**config.mk**
```make
export PLATFORM = sky130hd
export DESIGN_NAME = mem_arbiter
export DESIGN_NICKNAME = d
export VERILOG_FILES = /design/src/rtl/mem_pkg.sv /design/src/rtl/mem_arbiter_rr_arb.sv /design/src/rtl/mem_arbiter.sv
export SDC_FILE = /design/constraint.sdc
export NUM_CORES = 1
export LEC_CHECK = 0
export BUFFER_PORTS_ARGS = -buffer_cell sky130_fd_sc_hd__buf_2
export CORE_MARGIN = 5
export CORE_UTILIZATION = 40
export DETAILED_ROUTE_END_ITERATION = 12
export GPL_ROUTABILITY_DRIVEN = 0
export PLACE_DENSITY = 0.95
export SLEW_MARGIN = 20
export SYNTH_ARGS = -nofsm -noshare
export SYNTH_HDL_FRONTEND = slang
export SYNTH_SLANG_ARGS = --single-unit
```
**constraint.sdc**
```tcl
create_clock -name clk -period 4.64 [get_ports clk]
set_input_delay 0.928 -clock clk [delete_from_list [all_inputs] [get_ports clk]]
set_output_delay 0.928 -clock clk [all_outputs]
set_load 0.1 [all_outputs]
```
**src/rtl/mem_pkg.sv**
```systemverilog
// Shared memory configuration and arbitration helpers used by the memory and
// its round-robin front-end arbiter.
package mem_pkg;

  // Memory geometry shared by the memory and everything that drives it.
  typedef struct packed {
    int unsigned AWIDTH;
    int unsigned DWIDTH;
  } mem_param;

  localparam mem_param MEM_P_DEFAULT = '{AWIDTH: 4, DWIDTH: 8};

  localparam int unsigned MEM_ARB_MAX_REQ = 8;
  localparam int unsigned MEM_ARB_IDX_W   = 3;

  typedef logic [MEM_ARB_IDX_W-1:0] req_idx_t;

  // Returns the first asserted valid bit at or after ptr, wrapping at nreq.
  // Callers qualify the result with |valid, since an empty vector returns 0.
  function automatic req_idx_t rr_pick(input logic [MEM_ARB_MAX_REQ-1:0] valid,
                                       input req_idx_t                   ptr,
                                       input int unsigned                nreq);
    req_idx_t win;
    logic     found;
    int       idx;
    win   = '0;
    found = 1'b0;
    for (int k = 0; k < int'(MEM_ARB_MAX_REQ); k++) begin
      idx = int'(ptr) + k;
      if (idx >= int'(nreq)) idx = idx - int'(nreq);
      if (k < int'(nreq) && !found && valid[idx[MEM_ARB_IDX_W-1:0]]) begin
        found = 1'b1;
        win   = req_idx_t'(idx);
      end
    end
    return win;
  endfunction

endpackage

```
**src/rtl/mem_arbiter_rr_arb.sv**
```systemverilog
// Round-robin picker: one-hot grant from the valid vector, plus the rotating
// priority pointer that moves just past each winner.
module rr_arb
  import mem_pkg::*;
#(
  parameter int unsigned NREQ = 2
) (
  input  logic            clk,
  input  logic            rst,
  input  logic [NREQ-1:0] valid,
  output logic [NREQ-1:0] grant,
  output logic            any,
  output req_idx_t        win
);

  req_idx_t rr_ptr_q, rr_ptr_d;

  // Pick the winner and compute the pointer for the next cycle.
  // NOTE: every output of a combinational block gets a default before any
  // conditional assignment, so no path leaves a value held (no latch).
  always_comb begin
    any      = |valid;
    win      = rr_pick(MEM_ARB_MAX_REQ'(valid), rr_ptr_q, NREQ);
    grant    = '0;
    rr_ptr_d = rr_ptr_q;
    for (int i = 0; i < int'(NREQ); i++) begin
      grant[i] = any && (win == req_idx_t'(i));
    end
    if (any) begin
      rr_ptr_d = (win == req_idx_t'(NREQ - 1)) ? '0 : win + req_idx_t'(1);
    end
  end

  // Priority pointer register; requester 0 has top priority out of reset.
  // NOTE: clocked state uses non-blocking assignments so every flop samples
  // the pre-edge values regardless of statement order.
  always_ff @(posedge clk or negedge rst) begin
    if (!rst) rr_ptr_q <= '0;
    else      rr_ptr_q <= rr_ptr_d;
  end

endmodule

```
**src/rtl/mem_arbiter.sv**
```systemverilog
// Round-robin arbiter sharing one single-port memory between NREQ requesters,
// routing the one-cycle-latency read data back to the owning requester.
// Optional feature macro: MEM_ARB_STATS_EN adds per-requester accept counters
// on output grant_cnt.
module mem_arbiter
  import mem_pkg::*;
#(
  parameter mem_param    P    = MEM_P_DEFAULT,
  parameter int unsigned NREQ = 2
) (
  input  logic                     clk,
  input  logic                     rst,
  input  logic [NREQ-1:0]          req_valid,
  input  logic [NREQ-1:0]          req_we,
  input  logic [NREQ*P.AWIDTH-1:0] req_addr,
  input  logic [NREQ*P.DWIDTH-1:0] req_wdata,
  output logic [NREQ-1:0]          req_ready,
  output logic [NREQ-1:0]          rsp_valid,
  output logic [P.DWIDTH-1:0]      rsp_rdata,
  output logic [P.AWIDTH-1:0]      mem_addr,
  output logic                     mem_wr_en,
  output logic                     mem_rd_en,
  output logic [P.DWIDTH-1:0]      mem_wdata,
  input  logic [P.DWIDTH-1:0]      mem_rdata
`ifdef MEM_ARB_STATS_EN
  ,
  output logic [NREQ*16-1:0]       grant_cnt
`endif
);

  localparam int unsigned AW = P.AWIDTH;
  localparam int unsigned DW = P.DWIDTH;

  logic [NREQ-1:0] valid_gated;
  logic [NREQ-1:0] grant;
  logic            any;
  req_idx_t        win;

  logic     rd_pend_q, rd_pend_d;
  req_idx_t rd_owner_q, rd_owner_d;

  // No grants while reset is held, so all outputs sit at their reset values.
  assign valid_gated = rst ? req_valid : '0;
  assign req_ready   = grant;

  rr_arb #(.NREQ(NREQ)) u_rr_arb (
    .clk   (clk),
    .rst   (rst),
    .valid (valid_gated),
    .grant (grant),
    .any   (any),
    .win   (win)
  );

  // Steer the winning request onto the memory port and note reads in flight.
  always_comb begin
    mem_addr   = '0;
    mem_wdata  = '0;
    mem_wr_en  = 1'b0;
    mem_rd_en  = 1'b0;
    for (int i = 0; i < int'(NREQ); i++) begin
      if (grant[i]) begin
        mem_addr  = req_addr[i*AW +: AW];
        mem_wdata = req_wdata[i*DW +: DW];
        mem_wr_en = req_we[i];
        mem_rd_en = !req_we[i];
      end
    end
    rd_pend_d  = any && mem_rd_en;
    rd_owner_d = rd_pend_d ? win : '0;
  end

  // Read-tracking registers: who owns the data the memory returns next cycle.
  always_ff @(posedge clk or negedge rst) begin
    if (!rst) begin
      rd_pend_q  <= 1'b0;
      rd_owner_q <= '0;
    end else begin
      rd_pend_q  <= rd_pend_d;
      rd_owner_q <= rd_owner_d;
    end
  end

  // Route the memory read data to the owner as a single-cycle pulse.
  always_comb begin
    rsp_valid = '0;
    for (int i = 0; i < int'(NREQ); i++) begin
      rsp_valid[i] = rd_pend_q && (rd_owner_q == req_idx_t'(i));
    end
    rsp_rdata = rd_pend_q ? mem_rdata : '0;
  end

`ifdef MEM_ARB_STATS_EN
  logic [15:0] cnt_q [NREQ];
  logic [15:0] cnt_d [NREQ];

  // Saturating per-requester accept counters.
  always_comb begin
    for (int i = 0; i < int'(NREQ); i++) begin
      cnt_d[i] = cnt_q[i];
      if (grant[i] && cnt_q[i] != 16'hFFFF) cnt_d[i] = cnt_q[i] + 16'd1;
    end
  end

  // Counter bank register.
  // NOTE: this array is a bank of flops, not a RAM, so every entry is reset.
  always_ff @(posedge clk or negedge rst) begin
    if (!rst) begin
      for (int i = 0; i < int'(NREQ); i++) cnt_q[i] <= '0;
    end else begin
      for (int i = 0; i < int'(NREQ); i++) cnt_q[i] <= cnt_d[i];
    end
  end

  for (genvar g = 0; g < int'(NREQ); g++) begin : g_cnt_out
    assign grant_cnt[g*16 +: 16] = cnt_q[g];
  end
`endif

endmodule

```
Word level (Yosys, flattened, before mapping)
Cells that the tools add are included.
Storage, ports and cells
  flip-flop bits (word level): 7
  input bits: 38
  output and inout port bits: 26
  logic and storage cells: 46
Cells by class
  $add $sub $neg: 4
  magnitude comparators: 4
  equal/unequal tests: 2
  mux-type cells: 21
  reductions and logical operators: 12
Operators with widths (count)
  $mux W8: 3
  $mux W3: 6
  $lt A3 B4 Y1 const B: 2
  $mux W4: 2
  $mux W1: 7
  $bmux W1 S3: 2
  $eq A3 B1 Y1 const B: 2
  $logic_and A1 B1 Y1: 6
  $logic_not A3 Y1: 2
  $add A3 B1 Y4 const B: 1
  $ge A4 B2 Y1 const B: 1
  $add A3 B1 Y3 const B: 1
  $ge A3 B2 Y1 const B: 1
  $logic_not A1 Y1: 3
  $sub A3 B2 Y3 const B: 1
  $sub A3 B3 Y3 const B: 1
  $mux W2: 1
  $reduce_or A2 Y1: 1

Longest topological paths before layout
Gate-level depths: netlist of the first run.
  depth in word-level cells: 14
  gate-level depth with buffers: 9
  depth with buffers taken out: 7

Hierarchy
A second synthesis of the first run with hierarchy kept.
Second synthesis, totals
  cell total of the unflattened synthesis: 79
  area total of the unflattened synthesis: 680.7 µm²
Modules (own cells, without submodules)
  mem_arbiter: times used 1, cells each 45, area an instance 384.1 µm², seq. area each 100.1 µm²
  rr_arb: times used 1, cells each 34, area an instance 296.5 µm², seq. area each 75.1 µm²

Worst setup path before layout of the first run
OpenSTA, ideal clock, no wires.
  path type: reg2out
  start: register rd_pend_q
  end: output port rsp_valid[0]
  arrival: 3.522 ns
  data required time: 3.712 ns
  setup slack: 0.190 ns
  stages on the path, launching flop included: 2
  path buffers: 0
  cell sequence: dfrtp_1 > nor4b_1
On the way
  longest elaborated chain between the ends: 1
Ends and longest elaborated chain
  start: declaration: RTL line mem_arbiter.sv:39  | logic rd_pend_q, rd_pend_d;
  start signal: assignment: RTL line mem_arbiter.sv:79  | rd_pend_q <= rd_pend_d;
  $logic_and A1 B1 Y1: RTL line mem_arbiter.sv:88  | rsp_valid[i] = rd_pend_q && (rd_owner_q == req_idx_t'(i));
  end: declaration: RTL line mem_arbiter.sv:18  | output logic [NREQ-1:0] rsp_valid,
Every way passes these cells.

Worst setup path after layout of the first run
  start: input port req_valid[1]
  end: output port mem_addr[3]
On the way
  longest elaborated chain between the ends: 11
  elaborated cells between the ends (all ways): 17
  those cells by class: 1 x eq/ne; 10 x mux; 6 x reduce/logical
Ends and longest elaborated chain
  start: declaration: RTL line mem_arbiter.sv:13  | input logic [NREQ-1:0] req_valid,
  $mux W2 *: RTL line mem_arbiter.sv:43  | assign valid_gated = rst ? req_valid : '0;
  $bmux W1 S3: RTL line mem_pkg.sv:31  | if (k < int'(nreq) && !found && valid[idx[MEM_ARB_IDX_W-1:0]]) begin
  $mux W1 (not written as such): RTL line mem_pkg.sv:31
  $mux W1: RTL line mem_pkg.sv:31
  $logic_not A1 Y1: RTL line mem_pkg.sv:31
  $logic_and A1 B1 Y1: RTL line mem_pkg.sv:31
  $mux W3: RTL line mem_pkg.sv:31
  $logic_not A3 Y1: RTL line mem_arbiter_rr_arb.sv:27  | grant[i] = any && (win == req_idx_t'(i));
  $logic_and A1 B1 Y1: RTL line mem_arbiter_rr_arb.sv:27
  $mux W4: RTL line mem_arbiter.sv:62  | if (grant[i]) begin
  $mux W4 *: RTL line mem_arbiter.sv:62
  end: declaration: RTL line mem_arbiter.sv:20  | output logic [P.AWIDTH-1:0] mem_addr,
Mark *: on every way between the ends. The rest lies on a longest branch, timed or not. The select of a mux whose other input is x is not followed.

==> results_dict.tcl, run 1 <==
set metrics [dict create \
    hp-class "input port to async pin" \
    clkSinkCount 7 \
    firstDrtPassIters 3 \
    cts_inserted_buffers 3 \
    via_per_inst 4.48 \
    tightest_slew_ns 0.554 \
    ys_seq_area_share_pct 24.3 \
    cts_setup_buffers 0 \
    cts_resized 0 \
    synth_area_per_cell_um2 8.19 \
    cts_buffer_depth 2 \
    synth_top_flop_cell "dfrtp_1" \
    drt-initial-drc-count 5 \
    grt_pass1_wl_um 3030 \
    slowest_stage "buf_2" \
    setup_viol 0 \
    dp_hpwl_um 1670 \
    grtUsageTotal_pct 14.4 \
    powerDensity_nw_per_um2 417 \
    worstSetupStartpoint "req_valid[1]" \
    drv_cap 0 \
    rrSetupSlack_ns 2.60 \
    p_total_mw 0.446 \
    io_buffers 63 \
    crit_path_cell_trace "buf_2 > mux2_1 > nand4_1 > mux2i_2 > buf_4 > mux2i_1 > buf_2" \
    cp-end-kind "output port" \
    synth-seq-cells 7 \
    cts.reportedPaths.clkPinSlew_ns 0.05 \
    cts-htree-levels 1 \
    crit-reg2reg-launch "u_rr_arb.rr_ptr_q[0]" \
    grt.overflow.total 0 \
    wl_per_cell_um 10.7 \
    async_flop_share_pct 100 \
    synth_edf_count 0 \
    synth_cell_types 21 \
    die_h_um 52.4 \
    critPathMostFrequentCell "buf_2" \
    cp-start-kind "input port" \
    path_class "input port to output port" \
    slowest_delay_ns 0.45 \
    grt_max_degree 20 \
    postRouteAntennaNets 0 \
    synthCells 88 \
    die_w_um 52.4 \
    row_count 15 \
    rsz0062_at_grt "no" \
    finClkSkew_ns 0.00611 \
    start_util_pct 41.7 \
    critPathMaxFanout 19 \
    final.period_utilization_pct 77.7 \
    path_delay_family "buffers and inverters" \
    clk_latency_ns 0.25 \
    cts_root_buf "clkbuf_4" \
    antenna_found_initial 0 \
    wirelength_um 1910 \
    vdd_drop_max_v 0.000284 \
    power.leakage_nw 0.724 \
    slew_viol_final 0 \
    fin_setup_tns_ns 0 \
    synth_area_um2 721 \
    fin_crit_ns 3.61 \
    area_growth_pct 48.4 \
    hold_buffers 0 \
    critical_path_depth 7 \
    reg2reg_depth 8 \
    drive_above_1_share_pct 46.4 \
    num_io_pins 64 \
    dieArea_um2 2750 \
    status "finished, final reports clean" \
    final_cell_mix "63 x buf_2, 16 x inv_1, 16 x nand2_1, 16 x mux2i_1, 9 x and2_1" \
    cp.buffers_inverters 3 \
    fmax_mhz 277 \
    n_antenna_cell 0 \
    slew_headroom_pct 63.1 \
    coreArea_um2 1730 \
    r2r-end "u_rr_arb.rr_ptr_q[0]" \
    layout.cells.most_common "buf_2" \
    cts_tree "built" \
    final_nets 196 \
    vias 797 \
    ys_warn_count 0 \
    crit_end "mem_addr[3]" \
    cp.arrival_ns 2.68 \
    drcViolationCount 0 \
    required_ns 3.71 \
    hold_viol 0 \
    grt_pass1_vias 794 \
]
## metal layers
| metal | up-vias | wire (um) | GRT usage, % |
|---|---|---|---|
| met5 | - | 0 | 0 |
| met4 | 0 | 0 | 3.83 |
| met3 | 0 | 222 | 3.70 |
| met2 | 43 | 964 | 27.7 |
| met1 | 351 | 720 | 15.1 |
| li1 | 403 | - | - |
## flip-flops by register name, indices dropped and copies added (netlist names)
register,flops
u_rr_arb.rr_ptr_q,3
rd_owner_q,3
rd_pend_q,1
## through the flow
stage                     area (um2)  hold WS [ns]  std cells  setup slack (ns)  util [%]
final                           1070         0.521        178              1.03      62.0
after global routing            1070         0.525        178             0.838      62.0
after CTS                       1070         0.519        178              1.01      62.0
after detailed placement        1040         0.563        174              1.05      60.4
after global placement          1040         0.546        174              1.08      60.4
after floorplan                  724         0.529         89             0.190         -
## power breakdown
part / total [mW] / internal (mW) / leakage [nW] / switching [mW]
sequential: 0.0746 / 0.0665 / 0.0877 / 0.00816
clock: 0.0538 / 0.0327 / 0.0150 / 0.0211
combinational: 0.317 / 0.0625 / 0.621 / 0.255
total: 0.446 / 0.162 / 0.724 / 0.284
## synth_stat cells, types with 2 or more instances
cell type / number / share of area [%]
mux2i_1: 17 / 24
inv_1: 16 / 8.3
nand2_1: 16 / 8.3
and2_1: 9 / 7.8
dfrtp_1: 7 / 24
ha_1: 4 / 6.9
nor2_1: 3 / 1.6
clkbuf_1: 2 / 1.0
nand2b_1: 2 / 1.7
## logic make-up after synthesis
kind of cell	synth area share, %
AO/OA/AOI/OAI	3.12
XOR/XNOR	1.22
adder cells (fa/ha/maj)	6.94
buffers and inverters	14.2
flip-flops	24.3
multiplexers	26.7
other	0.520
AND/OR/NAND/NOR	22.9
## worst reg2reg max path, cell delays in order (launching register included)
cell and delay (ns):
dfrtp_1 0.48, inv_1 0.08, ha_1 0.19, nand2b_1 0.15
mux2i_1 0.16, nand4_1 0.15, mux2i_2 0.19, buf_4 0.24
mux2_2 0.29
## how the worst min path moves through the flow
stage                         startpoint                    to  slack (ns)
floorplan           u_rr_arb.rr_ptr_q[2]  u_rr_arb.rr_ptr_q[2]        0.53
global placement    u_rr_arb.rr_ptr_q[2]  u_rr_arb.rr_ptr_q[2]        0.55
detailed placement  u_rr_arb.rr_ptr_q[2]  u_rr_arb.rr_ptr_q[2]        0.56
CTS                                  rst         rd_owner_q[1]        0.52
global route                         rst         rd_owner_q[1]        0.52
finish                               rst         rd_owner_q[1]        0.52
## layout make-up
type	instances	area (um2)
Multi-Input combinational cell	61	450
Clock buffer	4	26.3
Tap cell	25	31.3
Sequential cell	7	175
Timing Repair Buffer	64	323
Fill cell	178	657
Inverter	17	63.8
(Power assumes the default switching activity.)
==> run 2, diff against run 1 <==
--- a/config.mk
+++ b/config.mk
@@ -7,10 +7,10 @@
 export LEC_CHECK = 0
 export BUFFER_PORTS_ARGS = -buffer_cell sky130_fd_sc_hd__buf_2
 export CORE_MARGIN = 5
-export CORE_UTILIZATION = 40
+export CORE_UTILIZATION = 33
 export DETAILED_ROUTE_END_ITERATION = 12
 export GPL_ROUTABILITY_DRIVEN = 0
-export PLACE_DENSITY = 0.95
+export PLACE_DENSITY = 0.85
 export SLEW_MARGIN = 20
 export SYNTH_ARGS = -nofsm -noshare
 export SYNTH_HDL_FRONTEND = slang
==> constraint.sdc (replaced) <==
create_clock -name clk -period 3 [get_ports clk]
set_input_delay 0.6 -clock clk [delete_from_list [all_inputs] [get_ports clk]]
set_output_delay 0.6 -clock clk [all_outputs]
set_load 0.1 [all_outputs]
==> run 2 against run 1 <==
Core utilization grew 15 points. Worst setup slack lost 1.0 ns. Clock skew shrank 0.0044 ns. Sequential cell count is the same. Final area grew 55%. Clock power grew 59%. Routed wire length grew 33%. Cell count grew 8.4%. Global-route usage grew 0.59 points. Critical endpoint is now mem_wdata[7].
==> results_dict.tcl, run 2 (synthesis gave the netlist of run 1 again) <==
set metrics [dict create \
    layout_setup_ws_ns 0.0141 \
    wl_met1_um 739 \
    drive_above_1_share_pct 64.8 \
    cp-end-kind "output port" \
    cts_inserted_buffers 3 \
    die_h_um 56.7 \
    seq_area_um2 175 \
    fin_crit_ns 2.99 \
    coreArea_um2 2150 \
    grt_max_degree 12 \
    drv_cap 0 \
    worstSetupStartpoint "u_rr_arb.rr_ptr_q[0]" \
    grt_pass1_wl_um 3770 \
    wirelength_um 2550 \
    hold_viol 0 \
    hp-class "input port to async pin" \
    finClkSkew_ns 0.00174 \
    grtUsageTotal_pct 15.0 \
    cp-start-kind "flip-flop" \
    slew_viol_final 0 \
    rsz0062_at_grt "yes" \
    n_antenna_cell 0 \
    clk_latency_ns 0.25 \
    cts.reportedPaths.clkPinSlew_ns 0.05 \
    power.leakage_nw 0.842 \
    path_class "flip-flop to output port" \
    route.met2.wl_um 1390 \
    vdd_drop_max_v 0.000369 \
    dp_hpwl_um 1780 \
    fmax_mhz 335 \
    cts_tree "built" \
    crit-reg2reg-launch "u_rr_arb.rr_ptr_q[1]" \
    cp.arrival_ns 2.39 \
    antenna_found_initial 0 \
    powerDensity_nw_per_um2 574 \
    final_cell_mix "47 x buf_2, 16 x buf_12, 15 x nand2_1" \
    cts_root_buf "clkbuf_4" \
    via_per_inst 4.54 \
    fin_setup_tns_ns 0 \
    dp_slack_ns 0.235 \
    wl_per_cell_um 13.2 \
    p_total_mw 0.950 \
    firstDrtPassIters 3 \
    cts-htree-levels 1 \
    start_util_pct 33.5 \
    drt-initial-drc-count 9 \
    final.fill_count 146 \
    vias 877 \
    final_nets 208 \
    num_io_pins 64 \
    grt.overflow.total 0 \
    io_buffers 63 \
    drcViolationCount 0 \
    reg2reg_depth 9 \
    required_ns 2.40 \
    die_w_um 56.7 \
    layout.cells.most_common "buf_2" \
    multi_input_area_um2 667 \
    setup_viol 0 \
    status "finished, final reports clean" \
    dieArea_um2 3220 \
    grt_pass1_vias 877 \
    clkSinkCount 7 \
    final.period_utilization_pct 99.5 \
    highest_layer "met4" \
    postRouteAntennaNets 0 \
    area_growth_pct 130 \
    row_count 17 \
    cts_buffer_depth 2 \
    reg_top3 "rd_owner_q x3, u_rr_arb.rr_ptr_q x3, rd_pend_q x1" \
    critPathMaxFanout 5 \
    route.met3.wl_um 364 \
]
run 2: cell count changes in the layout (fill, tap and decap cells not counted), sizes merged:
cell    previous run  this run
buf               64        74
clkbuf             4         5
clkinv             0         1
run 2: report_power, final:
group	leakage (nW)	internal, mW	total, mW	switching [mW]
Sequential	0.0877	0.103	0.110	0.00689
Clock	0.0177	0.0488	0.0856	0.0368
Combinational	0.737	0.289	0.755	0.466
Total	0.842	0.441	0.950	0.510
run 2: final cells by class:
cell class	count	share of cell area (%)
multi-input cells	61	40.3
inverters	17	3.85
clock inverters	1	0.302
well taps	28	2.11
clock buffers	3	1.36
flip-flops and latches	7	10.6
repair buffers	76	41.5
run 2: worst paths after layout:
check	to	slack, ns
max	mem_wdata[7]	0.01
min	u_rr_arb.rr_ptr_q[2]	0.19
max reg2reg	rd_pend_q	0.89
min reg2reg	u_rr_arb.rr_ptr_q[2]	0.57
max in group asynchronous	u_rr_arb.rr_ptr_q[1]	2.64
min in group clk	u_rr_arb.rr_ptr_q[2]	0.57
run 2: through the flow:
stage | instance area (um2) | hold WS, ns | cells | util (%)
after floorplan | 737 | 0.304 | 89 | -
after global placement | 1310 | 0.455 | 179 | 61.1
after detailed placement | 1310 | 0.455 | 179 | 61.1
after CTS | 1460 | 0.177 | 189 | 67.7
after global routing | 1660 | 0.176 | 193 | 77.1
final | 1660 | 0.185 | 193 | 77.1
run 2: what timing repair did:
action	4_1_cts	5_1_grt
setup endpoints to repair	14	16
gates resized for setup	11	27
hold buffers	0	0
pin swaps	1	1
setup buffers	5	3
cloned	1	1
run 2: worst max-delay path: stages (launching register included):
cell and delay (ns):
dfrtp_1 0.37, inv_1 0.06, ha_2 0.16, nand2b_4 0.12, mux2i_2 0.20, nand4_1 0.15, mux2i_2 0.26, buf_4 0.18
clkbuf_16 0.17, mux2i_4 0.25, buf_12 0.20
run 2: per-layer routing:
metal / vias up / GRT usage [%]
li1: 427 / -
met2: 54 / 26.9
met4: 0 / 8.61
met5: - / 0
met3: 4 / 7.59
met1: 392 / 13.3
